$ cat config.mk
export PLATFORM = sky130hd
export DESIGN_NAME = rvc_asap_fpga_in_cond
export DESIGN_NICKNAME = d
export VERILOG_FILES = /design/src/rtl/rvc_asap_fpga_in_cond.sv
export SDC_FILE = /design/constraint.sdc
export NUM_CORES = 1
export LEC_CHECK = 0
export ABC_AREA = 1
export CAP_MARGIN = 10
export CORE_UTILIZATION = 29
export DETAILED_ROUTE_END_ITERATION = 10
export SKIP_LAST_GASP = 1
export SLEW_MARGIN = 10
export SYNTH_ARGS = -nofsm -noshare
export SYNTH_HDL_FRONTEND = slang
export SYNTH_SLANG_ARGS = --single-unit
$ cat constraint.sdc
create_clock -name Clock -period 1.6 [get_ports Clock]
set_input_delay 0.24 -clock Clock [delete_from_list [all_inputs] [get_ports Clock]]
set_output_delay 0.24 -clock Clock [all_outputs]
set_load 0.02 [all_outputs]
$ cat src/rtl/rvc_asap_fpga_in_cond.sv
// rvc_asap_fpga_in_cond: synchronizes and debounces two buttons and ten switches, with press and change pulses
module rvc_asap_fpga_in_cond #(
    parameter int DEBOUNCE_CYCLES   = 500000,
    parameter bit BUTTON_ACTIVE_LOW = 1'b1
) (
    input  logic       Clock,
    input  logic       Rst,
    input  logic       RawButton_0,
    input  logic       RawButton_1,
    input  logic [9:0] RawSwitch,
    output logic       Button_0,
    output logic       Button_1,
    output logic [9:0] Switch,
    output logic       Button0Press,
    output logic       Button1Press,
    output logic       SwitchChange
);
    localparam int CW = $clog2(DEBOUNCE_CYCLES + 1);
    localparam logic [CW-1:0] LAST = CW'(DEBOUNCE_CYCLES - 1);
    localparam logic [11:0] INV = {10'b0, {2{BUTTON_ACTIVE_LOW}}};
    logic [11:0] w_raw, w_n, w_commit;
    logic [11:0] r_s1, r_s, r_q;
    logic        r_b0p, r_b1p, r_swc;
    assign w_raw = {RawSwitch, RawButton_1, RawButton_0};
    assign w_n   = r_s ^ INV;
    always_ff @(posedge Clock) begin
        if (Rst) begin
            r_s1  <= INV;
            r_s   <= INV;
            r_q   <= '0;
            r_b0p <= 1'b0;
            r_b1p <= 1'b0;
            r_swc <= 1'b0;
        end else begin
            r_s1  <= w_raw;
            r_s   <= r_s1;
            r_q   <= (r_q & ~w_commit) | (w_n & w_commit);
            r_b0p <= w_commit[0] & w_n[0];
            r_b1p <= w_commit[1] & w_n[1];
            r_swc <= |w_commit[11:2];
        end
    end
    genvar c;
    generate
        for (c = 0; c < 12; c++) begin : g_ch
            logic [CW-1:0] r_cnt;
            assign w_commit[c] = (w_n[c] != r_q[c]) && (r_cnt == LAST);
            always_ff @(posedge Clock) begin
                if (Rst)
                    r_cnt <= '0;
                else
                    r_cnt <= (w_n[c] == r_q[c] || w_commit[c]) ? '0 : r_cnt + 1'b1;
            end
        end
    endgenerate
    assign Button_0     = r_q[0];
    assign Button_1     = r_q[1];
    assign Switch       = r_q[11:2];
    assign Button0Press = r_b0p;
    assign Button1Press = r_b1p;
    assign SwitchChange = r_swc;
endmodule

==> metrics.txt <==
Slew headroom 68.51%; Mapped Cells 1642; Syn. warnings 0; detailed-route via count 10320; Final Hold Vio Count 0; starting density of the core 29.62%; register bit count reported by yosys 267; worst min-delay path category in -> reg; Row Count 74; Worst Tran Pin Value 472.4 ps; drt drc 0; Root Driver clkbuf_16; CP Data Arrival Time 1320 ps; crit path cell chain dlygate4sd2_1; DRT iter0 DRCs 420; die width 207.1 microns; CTS Hold Bufs 0; CORE AREA 41200 sq um; Synth Area in Adders 1.230%; Sink Count 267; final setup vio count 0; number of global-route vias before repair 9976; DR pass1 iterations 5; Max Cap Viol 0; I/O Buffers 28; share of cells above drive strength 1 18.83%; CP Capture Type output pin; worst-case clock buffer depth 3; Synth cell types 41; Critical Path RT 1360 ps; gr usage total 11.57%; Ports 29; clock skew 11.15 ps; Post-Layout Cell Count 2316; hold slack 208.3 ps; Layout area overhead 24.68%; Synth Area in XOR/XNOR 5.527%; post-placement cell area 13560 sq um; Clock Latency Late Sink 550 ps; Final Cell Area 15210 sq um; crit share post-route 97.28%; crit path buf inv count 1; clk slew on worst S/H paths 60 ps; Main synth FF type dfxtp_1; number of enable flip-flop cells after synthesis 0; chip height 207.1 microns; Max Fanout on Critical Path 3; Cells after DPL 2244; net count after synthesis 1668; Nets 1788; Reg area 5395 sq um; Simple-Gate Fraction of Synth Area 34.57%; multi-input logic area 6365 sq um; H-tree levels 1; first-pass GRT wire length 43640 microns; pins over their slew limit 0; vias per cell 4.456; slack of the critical path 43.51 ps; Pleak 5.527 nW; f_max 642.5 MHz; Avg Inst Size Synth 7.432 sq um; Die Footprint 42900 sq um; slowest stage delay, CP 410 ps; Synth async-reset ratio 0%; antenna violations before repair 0; RSZ-0062 raised after global routing true; largest net degree at the start of global routing 38; CP Class reg -> out; antenna diode count 0; Synth Area in Compound Gates 7.106%; synthesized area 12200 sq um; antenna-violating nets left 0; Synth area leader dfxtp_1; mux share of post-synthesis cell area 0%; Seq/Total Area, Yosys 43.80%; synth top area cells dfxtp_1, nand2_1, nor2_1, inv_1, nand3_1; startpoint types register; TritonCTS clock tree built; routed len/inst 10.86 microns; CP max stage cell dfxtp_1; peak supply drop 861.0 uV; largest family of logic cells by synthesized area simple AND/OR/NAND/NOR gates; Final GP Congestion 0.8298; Congestion Overflow GR 0; WL final 25150 microns; total power 13.93 mW; delay-heaviest family, CP flip-flops; Num CTS Buffers 30; fillers 4155; dpl hpwl 17930 microns; top-area cell type share of the netlist area 43.80%; Cell Pwr Density 915.7 nW/um^2; Tmin final 1556 ps; status complete, no violations; worst slack, placed -80.50 ps
[cell type report]
class	count	area share, %
Clock inverter	12	0.8882
Sequential cell	267	35.46
Timing Repair Buffer	106	6.012
Multi-Input combinational cell	1130	41.83
Tap cell	532	4.375
Inverter	227	5.600
Clock buffer	42	5.831
[logic make-up after synthesis]
group	Yosys count
AO/OA/AOI/OAI	160
flip-flops	267
AND/OR/NAND/NOR	881
buffers and inverters	245
XOR/XNOR	77
adder cells (fa/ha/maj)	12
[per-layer routing]
metal | track usage, % | routed length (microns) | part of all wire [%]
met5 | 0 | 0 | 0
met4 | 3.860 | 678 | 2.7
met3 | 1.774 | 781 | 3.1
met2 | 19.66 | 11440 | 45
met1 | 14.93 | 12250 | 49
[cells in the mapped netlist, types with 2 or more instances]
master    count
a211oi_1      5
a21oi_1      95
a31o_2        2
a31oi_1       8
and3_1        2
buf_2        10
buf_4         4
clkbuf_1      4
dfxtp_1     267
ha_1         12
inv_1       223
inv_2         4
nand2_1     269
nand2_2      14
nand3_1     100
nand3_2      19
nand3b_1      7
nand4_1      43
nor2_1      268
nor2_2       21
nor2_4       13
nor3_1       61
nor3_2       11
nor3_4        2
nor3b_1      13
nor3b_2       3
nor4_1        9
o21a_1        4
o21ai_0      35
o21bai_1      8
or2_0         3
or2_2        18
or3_1         2
xnor2_1      20
xor2_1       57
[metrics by stage]
step,TNS (ps),util [%]
finish,0,36.93
global route,-272.9,36.93
CTS,-43.88,35.49
detailed placement,-673.8,32.92
global placement,-177.8,32.92
floorplan,0,-
[state kept, by name, indices dropped and copies added, names as in the netlist, named ones only]
name	count
Button0Press	1
Button1Press	1
SwitchChange	1
g_ch.r_cnt	228
r_s	12
r_s1	12
[where the power goes]
group / leakage, nW / switching (mW) / internal, mW
registers: 2.17 / 0.0218 / 6.68
logic: 2.84 / 0.130 / 0.0987
clock network: 0.515 / 2.69 / 4.31
total: 5.53 / 2.84 / 11.1
[timing repair]
| item | 4_1_cts | 5_1_grt |
|---|---|---|
| setup endpoints to repair | 32 | 160 |
| pin swaps | 3 | 35 |
| gates resized for setup | 28 | 134 |
| setup buffers | 3 | 15 |
[cell usage in the layout (no fill, tap or decap), types with 5 or more instances in the layout]
cell / Yosys / final
clkbuf_8: 0 / 7
nor2_1: 268 / 254
buf_12: 0 / 5
a211oi_1: 5 / 5
dlygate4sd2_1: 0 / 9
ha_4: 0 / 7
nand2_1: 269 / 258
dfxtp_2: 0 / 28
nand3b_1: 7 / 7
a21oi_1: 95 / 93
inv_2: 4 / 9
or2_2: 18 / 18
xor2_1: 57 / 57
o21ai_0: 35 / 35
o21bai_1: 8 / 8
nand3_2: 19 / 20
nand2_2: 14 / 24
nand4_1: 43 / 43
xnor2_1: 20 / 20
nand3_4: 0 / 11
nor4_1: 9 / 8
nand3_1: 100 / 88
nor3b_1: 13 / 13
inv_1: 223 / 218
nor3_4: 2 / 7
nor2_2: 21 / 23
nor2_4: 13 / 25
nor3_1: 61 / 54
nor3_2: 11 / 13
clkbuf_16: 0 / 31
clkdlybuf4s50_1: 0 / 12
clkinv_2: 0 / 9
dfxtp_1: 267 / 235
a31oi_1: 8 / 8
buf_4: 4 / 70
[path summary, 6_finish.rpt]
check	start	slack, ps	end	cells after the start
max	register	40	Switch[4]	1
min	RawSwitch[1]	210	r_s1[3]	3
max reg2reg	g_ch[3].r_cnt[0]	60	g_ch[3].r_cnt[18]	10
min reg2reg	r_s1[2]	400	r_s[2]	2
Power figures use the tool's default switching activity.
